File: src/rtl/hazard_ctrl_unit_if.sv
// Hazard controller bundle: DECODE/EX/MEM hazard inputs from the core and
// the pipeline enables/flush/mux controls returned to it.
interface hazard_ctrl_unit_if #(
    parameter int REG_AW = 5,
    parameter int CNT_W  = 16
);
    logic [REG_AW-1:0] id_rs1;
    logic [REG_AW-1:0] id_rs2;
    logic              id_rs1_used;
    logic              id_rs2_used;
    logic [REG_AW-1:0] ex_rd;
    logic              ex_load;
    logic              branch_taken;
    logic              dmem_req;
    logic              dmem_ready;
    logic              cnt_clr;
    logic              pc_en;
    logic              ifid_en;
    logic              ifid_flush;
    logic              idex_en;
    logic              exmem_en;
    logic              ctrl_sel;
    logic [CNT_W-1:0]  stall_cycles;

    modport master (
        output id_rs1, id_rs2, id_rs1_used, id_rs2_used, ex_rd, ex_load,
               branch_taken, dmem_req, dmem_ready, cnt_clr,
        input  pc_en, ifid_en, ifid_flush, idex_en, exmem_en, ctrl_sel,
               stall_cycles
    );

    modport slave (
        input  id_rs1, id_rs2, id_rs1_used, id_rs2_used, ex_rd, ex_load,
               branch_taken, dmem_req, dmem_ready, cnt_clr,
        output pc_en, ifid_en, ifid_flush, idex_en, exmem_en, ctrl_sel,
               stall_cycles
    );
endinterface

File: src/rtl/hazard_ctrl_unit.sv
// Pipeline hazard controller: load-use bubbles, data-memory freeze,
// taken-branch flush and a saturating stall-cycle counter.
//
// state    | meaning
// RUN      | normal issue; a load-use hit stalls PC/IF-ID for the first bubble
// LU_STALL | remaining load-use bubbles, counted down in bub_cnt_q
module hazard_ctrl_unit #(
    parameter int REG_AW     = 5,
    parameter int LU_BUBBLES = 1,
    parameter int CNT_W      = 16
) (
    input  logic               clk,
    input  logic               rst_n,
    hazard_ctrl_unit_if.slave  hz
);
    typedef enum logic {RUN, LU_STALL} state_t;

    localparam logic [1:0]       BUB_LOAD = 2'(LU_BUBBLES - 1);
    localparam logic [CNT_W-1:0] CNT_MAX  = '1;

    state_t           state_q, state_d;
    logic [1:0]       bub_cnt_q, bub_cnt_d;
    logic [CNT_W-1:0] stall_cycles_q, stall_cycles_d;

    logic lu_hit, freeze;
    logic pc_en, ifid_en, ifid_flush, idex_en, exmem_en, ctrl_sel;

    always_comb begin
        freeze = hz.dmem_req & ~hz.dmem_ready;
        lu_hit = hz.ex_load & (hz.ex_rd != REG_AW'(0)) &
                 ((hz.id_rs1_used & (hz.id_rs1 == hz.ex_rd)) |
                  (hz.id_rs2_used & (hz.id_rs2 == hz.ex_rd)));

        state_d    = state_q;
        bub_cnt_d  = bub_cnt_q;
        pc_en      = 1'b1;
        ifid_en    = 1'b1;
        idex_en    = 1'b1;
        exmem_en   = 1'b1;
        ifid_flush = 1'b0;
        ctrl_sel   = 1'b1;

        // A frozen cycle holds everything, including a pending branch in EX.
        if (freeze) begin
            pc_en    = 1'b0;
            ifid_en  = 1'b0;
            idex_en  = 1'b0;
            exmem_en = 1'b0;
        end else if (hz.branch_taken) begin
            ifid_flush = 1'b1;
            ctrl_sel   = 1'b0;
            state_d    = RUN;
            bub_cnt_d  = 2'd0;
        end else if (state_q == LU_STALL) begin
            pc_en     = 1'b0;
            ifid_en   = 1'b0;
            ctrl_sel  = 1'b0;
            bub_cnt_d = bub_cnt_q - 2'd1;
            if (bub_cnt_q == 2'd1) state_d = RUN;
        end else if (lu_hit) begin
            pc_en    = 1'b0;
            ifid_en  = 1'b0;
            ctrl_sel = 1'b0;
            if (LU_BUBBLES > 1) begin
                state_d   = LU_STALL;
                bub_cnt_d = BUB_LOAD;
            end
        end

        stall_cycles_d = stall_cycles_q;
        if (hz.cnt_clr)
            stall_cycles_d = '0;
        else if (!pc_en && stall_cycles_q != CNT_MAX)
            stall_cycles_d = stall_cycles_q + CNT_W'(1);

        // Reset must quiesce the pipeline without waiting for a clock edge.
        if (!rst_n) begin
            pc_en      = 1'b0;
            ifid_en    = 1'b0;
            idex_en    = 1'b0;
            exmem_en   = 1'b0;
            ifid_flush = 1'b1;
            ctrl_sel   = 1'b0;
        end
    end

    always_ff @(posedge clk or negedge rst_n) begin
        if (!rst_n) begin
            state_q        <= RUN;
            bub_cnt_q      <= 2'd0;
            stall_cycles_q <= '0;
        end else begin
            state_q        <= state_d;
            bub_cnt_q      <= bub_cnt_d;
            stall_cycles_q <= stall_cycles_d;
        end
    end

    assign hz.pc_en        = pc_en;
    assign hz.ifid_en      = ifid_en;
    assign hz.ifid_flush   = ifid_flush;
    assign hz.idex_en      = idex_en;
    assign hz.exmem_en     = exmem_en;
    assign hz.ctrl_sel     = ctrl_sel;
    assign hz.stall_cycles = stall_cycles_q;
endmodule

File: src/flat_wrapper.sv
// flat-port wrapper written by rule: the top's interface ports become plain ports
module hazard_ctrl_unit_flat 
#(
    parameter int REG_AW     = 5,
    parameter int LU_BUBBLES = 1,
    parameter int CNT_W      = 16
)
  (clk, rst_n, hz_id_rs1, hz_id_rs2, hz_id_rs1_used, hz_id_rs2_used, hz_ex_rd, hz_ex_load, hz_branch_taken, hz_dmem_req, hz_dmem_ready, hz_cnt_clr, hz_pc_en, hz_ifid_en, hz_ifid_flush, hz_idex_en, hz_exmem_en, hz_ctrl_sel, hz_stall_cycles);
  hazard_ctrl_unit_if #(.REG_AW(REG_AW), .CNT_W(CNT_W)) hz_i ();
  input  logic clk;
  input  logic rst_n;
  input wire logic [$bits(hz_i.id_rs1)-1:0] hz_id_rs1;
  input wire logic [$bits(hz_i.id_rs2)-1:0] hz_id_rs2;
  input wire logic [$bits(hz_i.id_rs1_used)-1:0] hz_id_rs1_used;
  input wire logic [$bits(hz_i.id_rs2_used)-1:0] hz_id_rs2_used;
  input wire logic [$bits(hz_i.ex_rd)-1:0] hz_ex_rd;
  input wire logic [$bits(hz_i.ex_load)-1:0] hz_ex_load;
  input wire logic [$bits(hz_i.branch_taken)-1:0] hz_branch_taken;
  input wire logic [$bits(hz_i.dmem_req)-1:0] hz_dmem_req;
  input wire logic [$bits(hz_i.dmem_ready)-1:0] hz_dmem_ready;
  input wire logic [$bits(hz_i.cnt_clr)-1:0] hz_cnt_clr;
  output wire logic [$bits(hz_i.pc_en)-1:0] hz_pc_en;
  output wire logic [$bits(hz_i.ifid_en)-1:0] hz_ifid_en;
  output wire logic [$bits(hz_i.ifid_flush)-1:0] hz_ifid_flush;
  output wire logic [$bits(hz_i.idex_en)-1:0] hz_idex_en;
  output wire logic [$bits(hz_i.exmem_en)-1:0] hz_exmem_en;
  output wire logic [$bits(hz_i.ctrl_sel)-1:0] hz_ctrl_sel;
  output wire logic [$bits(hz_i.stall_cycles)-1:0] hz_stall_cycles;
  assign hz_i.id_rs1 = hz_id_rs1;
  assign hz_i.id_rs2 = hz_id_rs2;
  assign hz_i.id_rs1_used = hz_id_rs1_used;
  assign hz_i.id_rs2_used = hz_id_rs2_used;
  assign hz_i.ex_rd = hz_ex_rd;
  assign hz_i.ex_load = hz_ex_load;
  assign hz_i.branch_taken = hz_branch_taken;
  assign hz_i.dmem_req = hz_dmem_req;
  assign hz_i.dmem_ready = hz_dmem_ready;
  assign hz_i.cnt_clr = hz_cnt_clr;
  assign hz_pc_en = hz_i.pc_en;
  assign hz_ifid_en = hz_i.ifid_en;
  assign hz_ifid_flush = hz_i.ifid_flush;
  assign hz_idex_en = hz_i.idex_en;
  assign hz_exmem_en = hz_i.exmem_en;
  assign hz_ctrl_sel = hz_i.ctrl_sel;
  assign hz_stall_cycles = hz_i.stall_cycles;
  hazard_ctrl_unit #(.REG_AW(REG_AW), .LU_BUBBLES(LU_BUBBLES), .CNT_W(CNT_W)) u_core (.clk(clk), .rst_n(rst_n), .hz(hz_i));
endmodule
File: config.mk
export PLATFORM = sky130hd
export DESIGN_NAME = hazard_ctrl_unit_flat
export DESIGN_NICKNAME = d
export VERILOG_FILES = /design/src/rtl/hazard_ctrl_unit_if.sv /design/src/rtl/hazard_ctrl_unit.sv /design/src/flat_wrapper.sv
export SDC_FILE = /design/constraint.sdc
export NUM_CORES = 1
export LEC_CHECK = 0
export ABC_CLOCK_PERIOD_IN_PS = 2400
export CAP_MARGIN = 20
export CORE_ASPECT_RATIO = 2
export CORE_MARGIN = 10
export CORE_UTILIZATION = 44
export DETAILED_ROUTE_END_ITERATION = 10
export GPL_TIMING_DRIVEN = 0
export MAX_ROUTING_LAYER = met4
export PLACE_DENSITY = 0.78
export SETUP_SLACK_MARGIN = 0.1
export SYNTH_ARGS = -nofsm -noshare
export SYNTH_HDL_FRONTEND = slang
export SYNTH_SLANG_ARGS = --single-unit
File: constraint.sdc
create_clock -name clk -period 2.4 [get_ports clk]
set_clock_uncertainty 0.05 [all_clocks]
set_input_delay 0.48 -clock clk [delete_from_list [all_inputs] [get_ports clk]]
set_output_delay 0.48 -clock clk [all_outputs]
set_load 0.05 [all_outputs]
==> metrics.md, run 1 <==
| Metric | Value |
|---|---|
| Status | finished, final reports clean |
| Critical path startpoint | hz_ex_rd[2] |
| Critical path's top delay family | simple AND/OR/NAND/NOR gates |
| WL final | 3724 um |
| First-pass GRT wire length | 6382 um |
| Clock root buffer | clkbuf_8 |
| Critical path data arrival time | 1.84 ns |
| Leak | 0.7010 nW |
| CTS buffer count | 3 |
| Final ANT Viol Nets | 0 |
| Reg2Reg Depth | 9 |
| IO Pins | 46 |
| Cell count along the critical path | 8 |
| Mapped Area | 1231 um^2 |
| Cell taking the most area after synthesis | dfrtp_1 |
| Final Setup Violations | 0 |
| Share of the synthesized area in the top cell type | 38.62% |
| Worst slew pin tran | 0.5577 ns |
| Tmin final | 2.372 ns |
| Post-synthesis sequential area ratio | 38.62% |
| CP max FO | 2 |
| Primary FF master, synth | dfrtp_1 |
| CTS tree | built |
| Multi-input logic area | 757.0 um^2 |
| Synth cell count leaders | dfrtp_1 (19), a21oi_1 (15), xnor2_1 (14) |
| Tcrit/Tclk final | 98.85% |
| CP Class | in2out |
| Clk buf depth | 2 |
| Core area | 2736 um^2 |
| Max Cap Viol | 0 |
| First drt pass iteration count | 4 |
| Final Net Count | 220 |
| Pin count of the biggest net entering global routing | 22 |
| RD Place Congestion | 0.8321 |
| Die Height | 94.81 um |
| Count leader, synth | dfrtp_1 |
| Later-pin clock latency in the skew report | 0.26 ns |
| Max-Slew Margin vs Limit | 62.82% |
| Slew Viols, Final | 0 |
| R2r endpoint | u_core.hz.stall_cycles[10] |
| Die area | 5443 um^2 |
| Dominant cells by area after synthesis | dfrtp_1 (39%), xnor2_1 (10%), a21oi_1 (6.1%) |
| Fill count | 228 |
| Mean Syn Cell Area | 8.670 um^2 |
| Share of cells above drive strength 1 | 26.94% |
| Worst-path clk slew | 0.07 ns |
| Synth Net Count | 168 |
| Initial drt markers | 35 |
| Crit path capture type | output port |
| WP buf/inv | 4 |
| Initial Utilization | 44.99% |
| GRT Total Usage | 14.60% |
| RR Startpoint | u_core.hz.stall_cycles[0] |
| Maximum clock frequency | 421.5 MHz |
| Initial antenna violation count | 0 |
| Site Rows | 27 |
| Drt drc | 0 |
| Post-synth EDFFs | 0 |
| Post-Route M1 WL | 1380 um |
| Synth Register Bits | 19 |
| IO buf count | 44 |
| H-tree levels | 1 |
| Final Hold Viols | 0 |
| Yosys synthesis warning count | 0 |
| Crit path cell chain | buf_8 -> or4_4 -> o21ai_2 -> inv_1 -> a21oi_2 -> o21a_4 -> buf_6 -> buf_8 |
| R2r setup slk | 0.18 ns |
| Via density | 5.649 |
| Congestion Overflow GR | 0 |
| Critical Path RT | 1.87 ns |
| PwrDens | 391.5 nW/um^2 |
| WL met3 | 265 um |
| Slowest stage delay, CP | 0.52 ns |
| Inserted Diodes | 0 |
| Max layer used | met4 |
| Worst setup margin | 0.02764 ns |
| Sequential Area | 475.5 um^2 |
| Die X | 57.41 um |
| Cell mode on critical path | buf_8 |
| Kind of start point of the critical path | input pin |
| CP Capture Point | hz_pc_en |
| FFs w/ async S/R, synth | 100.0% |
| Clk sink count | 19 |
| Via count of the routed design | 1254 |
| Pre-CTS setup slack | -1.076 ns |
| Synth unique cells | 37 |
| Final HPWL DP | 2872 um |
| Area Overhead vs Synth | 48.98% |
| Vias in the first global route | 1413 |
| Wire per inst | 16.77 um |
| RSZ-0062 raised after global routing | yes |
| Synth Instances | 142 |
| Setup_tns | 0 ns |
| Peak VDD IR | 0.2751 mV |
| CP max stage cell | or4_4 |
| Hold Path Class | in2async |
| Metal2 WL | 1994 um |
[flip-flops by register name, indices dropped and copies added, names as in the netlist]
signal,count
u_core.bub_cnt_q,2
u_core.state_q,1
u_core.hz.stall_cycles,16
[per-stage QoR]
step | total power, mW | instances | util (%) | hold slack, ns | area, um^2
after floorplan | 0.4172 | 142 | - | 0.1344 | 1254
after global placement | 0.4921 | 215 | 63.24 | 0.4696 | 1730
after detailed placement | 0.4946 | 215 | 63.24 | 0.4909 | 1730
after CTS | 0.7117 | 222 | 65.43 | 0.2542 | 1790
after global routing | 0.7450 | 222 | 67.03 | 0.2623 | 1834
final | 0.7181 | 222 | 67.03 | 0.2375 | 1834
[cell type report]
class	instances	share of cell area, %
multi-input cells	111	41.27
flip-flops and latches	19	25.92
well taps	29	1.978
clock buffers	4	2.456
inverters	5	1.023
plain buffers	7	3.070
repair buffers	47	24.28
[timing repair]
action / 4_1_cts / 5_1_grt
hold buffers: 0 / 0
buffers inserted: 3 / 0
pin swaps: 18 / 13
setup endpoints to repair: 18 / 15
gates resized for setup: 75 / 15
gates cloned: 0 / 0
[layer usage]
metal  vias to the layer above  track usage, %
li1                        605               -
met1                       596           13.35
met2                        46           26.80
met3                         7           4.570
met4                         0           5.709
met5                         -               -
[worst min path at each step]
stage                           endpoint  depth (start not counted)
3_3_place_gp         u_core.bub_cnt_q[0]                          2
6_report       u_core.hz.stall_cycles[4]                          1
3_5_place_dp         u_core.bub_cnt_q[0]                          2
5_1_grt        u_core.hz.stall_cycles[3]                          1
2_1_floorplan        u_core.bub_cnt_q[0]                          0
4_1_cts        u_core.hz.stall_cycles[3]                          1
[cell usage in the layout, fill, tap and decap left out, types with 2 or more instances in the layout]
master,instances
buf_2,4
ha_1,2
nand2_1,13
clkdlybuf4s50_1,22
nor3_1,2
clkbuf_8,3
buf_6,3
a21oi_2,8
buf_8,4
o31ai_1,2
inv_1,5
nand4_1,6
a21oi_1,7
nor2_1,10
clkbuf_1,3
nand3_1,5
xnor2_1,13
dfrtp_1,19
buf_4,5
dlygate4sd2_1,6
clkdlybuf4s15_1,3
or2_2,2
o21ai_0,9
a211oi_1,3
or3_2,8
[power by group]
part	internal, mW	switching (mW)
registers	0.322	0.00229
clock network	0.118	0.109
logic	0.0763	0.0905
[cell families after synthesis]
logic type	synth area share (%)
flip-flops	38.62
AND/OR/NAND/NOR	25.82
buffers and inverters	5.792
AO/OA/AOI/OAI	16.97
XOR/XNOR	9.960
multiplexers	0.8130
adder cells (fa/ha/maj)	2.032
Note: power is estimated with default switching activity, not from simulation.
==> run 2, diff against run 1 <==
--- a/config.mk
+++ b/config.mk
@@ -12,9 +12,10 @@
 export CORE_UTILIZATION = 44
 export DETAILED_ROUTE_END_ITERATION = 10
 export GPL_TIMING_DRIVEN = 0
+export HOLD_SLACK_MARGIN = 0.15
 export MAX_ROUTING_LAYER = met4
 export PLACE_DENSITY = 0.78
-export SETUP_SLACK_MARGIN = 0.1
+export SETUP_SLACK_MARGIN = 0.5
 export SYNTH_ARGS = -nofsm -noshare
 export SYNTH_HDL_FRONTEND = slang
 export SYNTH_SLANG_ARGS = --single-unit
==> run 2 against run 1 <==
  * Combinational power grew 33%
  * Worst hold slack better by 0.27 ns
  * Sequential share of layout area decreased by 3.8 points
  * Wire length rose by 20%
  * Clock power up 2%
  * Worst setup slack worse by 0.0079 ns
  * Critical path depth unchanged
  * Fmax fell by 0.33%
  * Highest routed layer unchanged
  * Power up 8.4%
==> metrics.md, run 2 (synthesized netlist as in run 1, its figures left out) <==
| Metric | Value |
|---|---|
| Clk pwr share | 29.8% (-1.8 points) |
| GRT Total Usage | 16.06% (+1.5 points) |
| Final ANT Viol Nets | 0 (unchanged) |
| Logic pwr share | 28.5% (+5.3 points) |
| RSZ-0062 raised after global routing | yes |
| GR Util met3 | 4.301% (-0.27 points) |
| PwrDens | 352.1 nW/um^2 (-10%) |
| Clk sink count | 19 (unchanged) |
| Final HPWL DP | 2933 um (+2.1%) |
| RR Startpoint | u_core.hz.stall_cycles[1] |
| Clk buf depth | 2 (unchanged) |
| Critical Path RT | 1.87 ns (about the same) |
| Site Rows | 27 (unchanged) |
| Worst hold path depth | 2 |
| Maximum clock frequency | 420.1 MHz (-0.33%) |
| Die Height | 94.81 um (unchanged) |
| RD Place Congestion | 0.8518 (+2.4%) |
| Slew Viols, Final | 0 (unchanged) |
| Worst setup margin | 0.01971 ns (-0.007930 ns) |
| Via density | 5.908 (+4.6%) |
| Switching power | 229.3 uW (+14%) |
| Worst-case hold slack | 0.5085 ns (+0.2710 ns) |
| Max Cap Viol | 0 (unchanged) |
| Share of cells above drive strength 1 | 47.39% (+20 points) |
| WP buf/inv | 4 (unchanged) |
| Most frequent cells in the layout | dlygate4sd2_1 (23), buf_4 (15), nand2_1 (13) |
| IO Pins | 46 (unchanged) |
| Most common cell after layout, fill and taps aside | dlygate4sd2_1 |
| R2r setup slk | 0.11 ns (-0.07 ns) |
| CTS buffer count | 3 (unchanged) |
| CP max FO | 2 (unchanged) |
| Initial drt markers | 46 (+31%) |
| Congestion Overflow GR | 0 (unchanged) |
| Vias in the first global route | 1530 (+8.3%) |
| Pre-CTS setup slack | -1.113 ns (-0.03759 ns) |
| Final Setup Violations | 0 (unchanged) |
| Crit path capture type | output port |
| Wire per inst | 18.66 um (+11%) |
| Status | finished, final reports clean |
| Reg2Reg Depth | 11 (+2) |
| Final Hold Viols | 0 (unchanged) |
| Inserted Diodes | 0 (unchanged) |
| Cell count along the critical path | 8 (unchanged) |
| Area Overhead vs Synth | 79.57% |
| Die X | 57.41 um (unchanged) |
| Placed Cells | 215 (unchanged) |
| Critical path data arrival time | 1.85 ns (about the same) |
| Cell mode on critical path | buf_8 |
| First drt pass iteration count | 4 (unchanged) |
| Core area | 2736 um^2 (unchanged) |
| Switching share of power | 29.45% (+1.4 points) |
| Worst slew pin tran | 0.9265 ns (+0.3688 ns) |
| Tmin final | 2.380 ns (+0.007930 ns) |
| Clock root buffer | clkbuf_8 |
| Final Net Count | 238 (+8.2%) |
| H-tree levels | 1 (unchanged) |
| Initial antenna violation count | 0 (unchanged) |
| Non-filler cells in the finished layout | 240 (+8.1%) |
| Die area | 5443 um^2 (unchanged) |
| CP Class | in2out |
| Critical path's top delay family | simple AND/OR/NAND/NOR gates |
| Beginning of the worst hold path | u_core.bub_cnt_q[0] |
| Setup_tns | 0 ns (unchanged) |
| Met1 usage | 14.72% (+1.4 points) |
| Hold Path Class | reg2reg |
| Initial Utilization | 44.99% (unchanged) |
| Peak VDD IR | 0.3571 mV (+30%) |
| Tcrit/Tclk final | 99.18% (+0.33 points) |
| IO buf count | 44 (unchanged) |
| Later-pin clock latency in the skew report | 0.26 ns (about the same) |
| Pint | 549.2 uW (+6.4%) |
| WL final | 4478 um (+20%) |
| Gr busiest metal | met2 |
| M2 GR Usage | 28.60% (+1.8 points) |
| Pin count of the biggest net entering global routing | 20 (-9.1%) |
| Crit path cell chain | buf_8 -> or4_4 -> o21ai_4 -> inv_2 -> a21oi_4 -> o21a_4 -> buf_8 -> buf_12 |
| Max-Slew Margin vs Limit | 38.03% (-25 points) |
| CTS tree | built |
| Worst-path clk slew | 0.07 ns (about the same) |
| Slowest stage delay, CP | 0.54 ns (+0.02 ns) |
| Kind of start point of the critical path | input pin |
| Final Total Pwr | 778.5 uW (+8.4%) |
| Leak | 0.9498 nW (+35%) |
| Register share of total power | 41.7% (-3.4 points) |
| Worst Hold Path EP | u_core.bub_cnt_q[0] |
| Largest register FFs | 16 (unchanged) |
| Drt drc | 0 (unchanged) |
| First-pass GRT wire length | 6969 um (+9.2%) |
| R2r endpoint | u_core.hz.stall_cycles[7] |
| CP max stage cell | or4_4 |
| Via count of the routed design | 1418 (+13%) |
-- run 2: changes by cell type in the layout (fill, tap and decap cells not counted), sizes merged --
cell | before | now
dlygate4sd3 | 0 | 1
clkdlybuf4s15 | 4 | 3
clkinv | 0 | 1
clkdlybuf4s50 | 22 | 2
dlygate4sd2 | 6 | 23
clkbuf | 8 | 9
buf | 17 | 36
-- run 2: power groups by stage --
stage          sequential, mW  combinational, mW  clock (mW)
6_report                0.324              0.222       0.232
5_1_grt                 0.325              0.234       0.242
4_1_cts                 0.325              0.193       0.231
3_5_place_dp            0.332              0.169           0
3_3_place_gp            0.331              0.167           0
2_1_floorplan           0.338             0.0846           0
-- run 2: routing by layer --
layer  wire [um]  part of all wire, %  up-vias
met5           0                    0        -
met4         180                  4.0        0
met3         280                  6.3       18
met2        2404                   54       71
met1        1611                   36      690
li1            -                    -      639
-- run 2: how the worst max path moves through the flow --
stage | end | slack [ns] | start
after floorplan | hz_pc_en | 0.12 | hz_ex_rd[0]
after global placement | hz_pc_en | -1.08 | hz_ex_rd[0]
after detailed placement | hz_pc_en | -1.11 | rst_n
after CTS | hz_pc_en | -0.02 | hz_ex_rd[0]
after global routing | hz_pc_en | -0.03 | hz_ex_rd[0]
final | hz_pc_en | 0.02 | hz_ex_rd[0]
-- run 2: worst register-to-register path, delay by kind of cell, from the launching register on --
family / cells / cell delay [ns]
flip-flops: 1 / 0.44
buffers and inverters: 3 / 0.40
adder cells (fa/ha/maj): 1 / 0.17
AND/OR/NAND/NOR: 6 / 0.98
AO/OA/AOI/OAI: 1 / 0.16
-- run 2: metrics by stage --
stage	instance area, um^2	utilization (%)
floorplan	1350	-
global placement	1827	66.76
detailed placement	1827	66.76
CTS	2009	73.43
global route	2211	80.80
finish	2211	80.80
-- run 2: final cells by class --
class                   count  area [um^2]
inverters                   5        18.77
repair buffers             65        636.9
plain buffers               7        63.81
clock buffers               3        41.29
well taps                  29        36.28
clock inverters             1        5.005
multi-input cells         111        919.6
fillers                   175        525.5
flip-flops and latches     19        489.2
-- run 2: repair_timing --
| item | CTS | global route |
|---|---|---|
| hold endpoints to repair | 19 | 0 |
| resized for setup | 108 | 42 |
| hold buffers | 1 | 0 |
| setup endpoints to repair | 38 | 20 |
| cloned | 2 | 0 |
| setup buffers | 8 | 10 |
| pin swaps | 21 | 25 |
==> run 3, diff against run 2 <==
--- a/config.mk
+++ b/config.mk
@@ -9,12 +9,12 @@
 export CAP_MARGIN = 20
 export CORE_ASPECT_RATIO = 2
 export CORE_MARGIN = 10
-export CORE_UTILIZATION = 44
+export CORE_UTILIZATION = 40
 export DETAILED_ROUTE_END_ITERATION = 10
 export GPL_TIMING_DRIVEN = 0
 export HOLD_SLACK_MARGIN = 0.15
 export MAX_ROUTING_LAYER = met4
-export PLACE_DENSITY = 0.78
+export PLACE_DENSITY = 0.71
 export SETUP_SLACK_MARGIN = 0.5
 export SYNTH_ARGS = -nofsm -noshare
 export SYNTH_HDL_FRONTEND = slang
==> run 3 against run 2 <==
  * Non-clock buffer count shrank 10
  * Critical path depth is the same
  * Fmax grew 0.28%
  * Largest power group unchanged
  * Combinational power shrank 9.9%
  * Critical path type unchanged
  * Worst setup slack gained 0.0067 ns
  * First-iteration DRC count shrank 8.7%
  * Worst hold slack gained 0.0056 ns
  * Cell count shrank 3.8%
  * Die area grew 7.2%
==> metrics.md, run 3 (synthesized netlist as in run 1, its figures left out) <==
| Metric | Value |
|---|---|
| Area Overhead vs Synth | 68.70% |
| Leak | 0.8532 nW (-10%) |
| GR Util met3 | 3.342% (-0.96 points) |
| Fill count | 256 (+46%) |
| Clk sink count | 19 (unchanged) |
| Critical path data arrival time | 1.84 ns (about the same) |
| First-pass GRT wire length | 6630 um (-4.9%) |
| Core area | 2978 um^2 (+8.8%) |
| RR Startpoint | u_core.hz.stall_cycles[7] |
| Tmin final | 2.374 ns (-0.006672 ns) |
| Final ANT Viol Nets | 0 (unchanged) |
| Wire per inst | 17.55 um (-6.0%) |
| Maximum clock frequency | 421.3 MHz (+0.28%) |
| Logic pwr share | 26.5% (-2.0 points) |
| Register share of total power | 43.2% (+1.5 points) |
| Die area | 5832 um^2 (+7.2%) |
| Peak VDD IR | 0.4041 mV (+13%) |
| PwrDens | 362.8 nW/um^2 (+3.0%) |
| Beginning of the worst hold path | u_core.bub_cnt_q[0] |
| Vias in the first global route | 1436 (-6.1%) |
| Drt drc | 0 (unchanged) |
| Kind of start point of the critical path | input pin |
| Slew Viols, Final | 0 (unchanged) |
| CP max stage cell | or4_4 |
| GRT Total Usage | 14.34% (-1.7 points) |
| M2 GR Usage | 25.91% (-2.7 points) |
| Worst-path clk slew | 0.07 ns (about the same) |
| Max Cap Viol | 0 (unchanged) |
| Slowest stage delay, CP | 0.52 ns (-0.02 ns) |
| Max-Slew Margin vs Limit | 39.13% (+1.1 points) |
| Met1 usage | 14.30% (-0.42 points) |
| Clk pwr share | 30.3% (+0.5 points) |
| IO buf count | 44 (unchanged) |
| WL final | 4053 um (-9.5%) |
| Final Setup Violations | 0 (unchanged) |
| First drt pass iteration count | 4 (unchanged) |
| Crit path capture type | output port |
| Switching share of power | 28.62% (-0.83 points) |
| H-tree levels | 1 (unchanged) |
| CP Class | in2out |
| Cell mode on critical path | buf_8 |
| Initial drt markers | 42 (-8.7%) |
| Setup_tns | 0 ns (unchanged) |
| Pin count of the biggest net entering global routing | 20 (unchanged) |
| Initial Utilization | 41.34% (-3.6 points) |
| Hold Path Class | reg2reg |
| Clock root buffer | clkbuf_8 |
| Clk buf depth | 2 (unchanged) |
| Largest register FFs | 16 (unchanged) |
| Later-pin clock latency in the skew report | 0.26 ns (about the same) |
| Final core utilization | 69.75% (-11 points) |
| IO Pins | 46 (unchanged) |
| Initial antenna violation count | 0 (unchanged) |
| Pint | 537.9 uW (-2.1%) |
| Gr busiest metal | met2 |
| Worst slew pin tran | 0.9100 ns (-0.01648 ns) |
| Via density | 5.658 (-4.2%) |
| Congestion Overflow GR | 0 (unchanged) |
| RD Place Congestion | 0.8444 (-0.87%) |
| Tcrit/Tclk final | 98.90% (-0.28 points) |
| Crit path cell chain | buf_8 -> or4_4 -> o21ai_2 -> inv_1 -> a21oi_2 -> o21a_4 -> buf_8 -> buf_8 |
| CTS tree | built |
| Status | finished, final reports clean |
| Final Hold Viols | 0 (unchanged) |
| Switching power | 215.6 uW (-6.0%) |
| Critical Path RT | 1.87 ns (about the same) |
| Via count of the routed design | 1307 (-7.8%) |
| Die X | 59.23 um (+3.2%) |
| Site Rows | 28 (+3.7%) |
| Critical path startpoint | hz_ex_rd[3] |
| Final HPWL DP | 3020 um (+3.0%) |
| RSZ-0062 raised after global routing | yes |
| Share of cells above drive strength 1 | 45.27% (-2.1 points) |
| CP max FO | 2 (unchanged) |
| Most common cell after layout, fill and taps aside | dlygate4sd2_1 |
| Most frequent cells in the layout | dlygate4sd2_1 (25), nand2_1 (12), xnor2_1 (12), a21oi_2 (12), dfrtp_2 (11) |
| Inserted Diodes | 0 (unchanged) |
| CTS buffer count | 3 (unchanged) |
| Die Height | 98.46 um (+3.8%) |
| Final Net Count | 228 (-4.2%) |
## run 3: timing repair
item,4_1_cts,5_1_grt
hold buffers,1,0
endpoints found under the setup margin,38,20
pin swaps,25,18
hold endpoints to repair,19,0
resized for setup,116,22
buffers inserted,6,2
cloned,2,0
## run 3: cell type report
| class | instances | area [um^2] | area share [%] |
|---|---|---|---|
| clock buffers | 4 | 45.04 | 2.169 |
| inverters | 5 | 18.77 | 0.9036 |
| plain buffers | 7 | 63.81 | 3.072 |
| repair buffers | 55 | 530.5 | 25.54 |
| multi-input cells | 111 | 892.1 | 42.95 |
| well taps | 30 | 37.54 | 1.807 |
| flip-flops and latches | 19 | 489.2 | 23.55 |
## run 3: stage by stage
stage	instances	power [mW]	hold slack, ns	area [um^2]	worst slack [ns]
after floorplan	142	0.4225	0.1344	1350	0.1241
after global placement	216	0.4992	0.4711	1828	-1.073
after detailed placement	216	0.5016	0.4941	1828	-1.085
after CTS	229	0.7436	0.5133	2006	-0.01232
after global routing	231	0.7761	0.5553	2077	-0.05825
final	231	0.7535	0.5141	2077	0.02638
## run 3: worst paths after layout
path	cells past startpoint	end	slack (ns)
setup / recovery	8	hz_pc_en	0.03
hold reg to reg	2	u_core.bub_cnt_q[0]	0.51
max in group asynchronous	2	u_core.hz.stall_cycles[9]	0.82
setup reg to reg	9	u_core.hz.stall_cycles[1]	0.24
hold / removal	2	u_core.bub_cnt_q[0]	0.51
min in group asynchronous	2	u_core.hz.stall_cycles[5]	0.86
## run 3: power by group through the flow
stage	registers (mW)	logic, mW	clock network [mW]
finish	0.326	0.200	0.228
global route	0.326	0.212	0.238
CTS	0.325	0.191	0.227
detailed placement	0.332	0.170	0
global placement	0.331	0.168	0
floorplan	0.338	0.0846	0
## run 3: critical path: cells and delay by family
| family | cells | cell delay, ns |
|---|---|---|
| simple gates | 1 | 0.52 |
| buf+inv | 4 | 0.37 |
| compound gates | 3 | 0.46 |
## run 3: metal layers
layer  wire length [um]  share of wire [%]
met1               1464                 36
met2               2300                 57
met3                249                6.1
met4                 39               0.96
met5                  0                  0
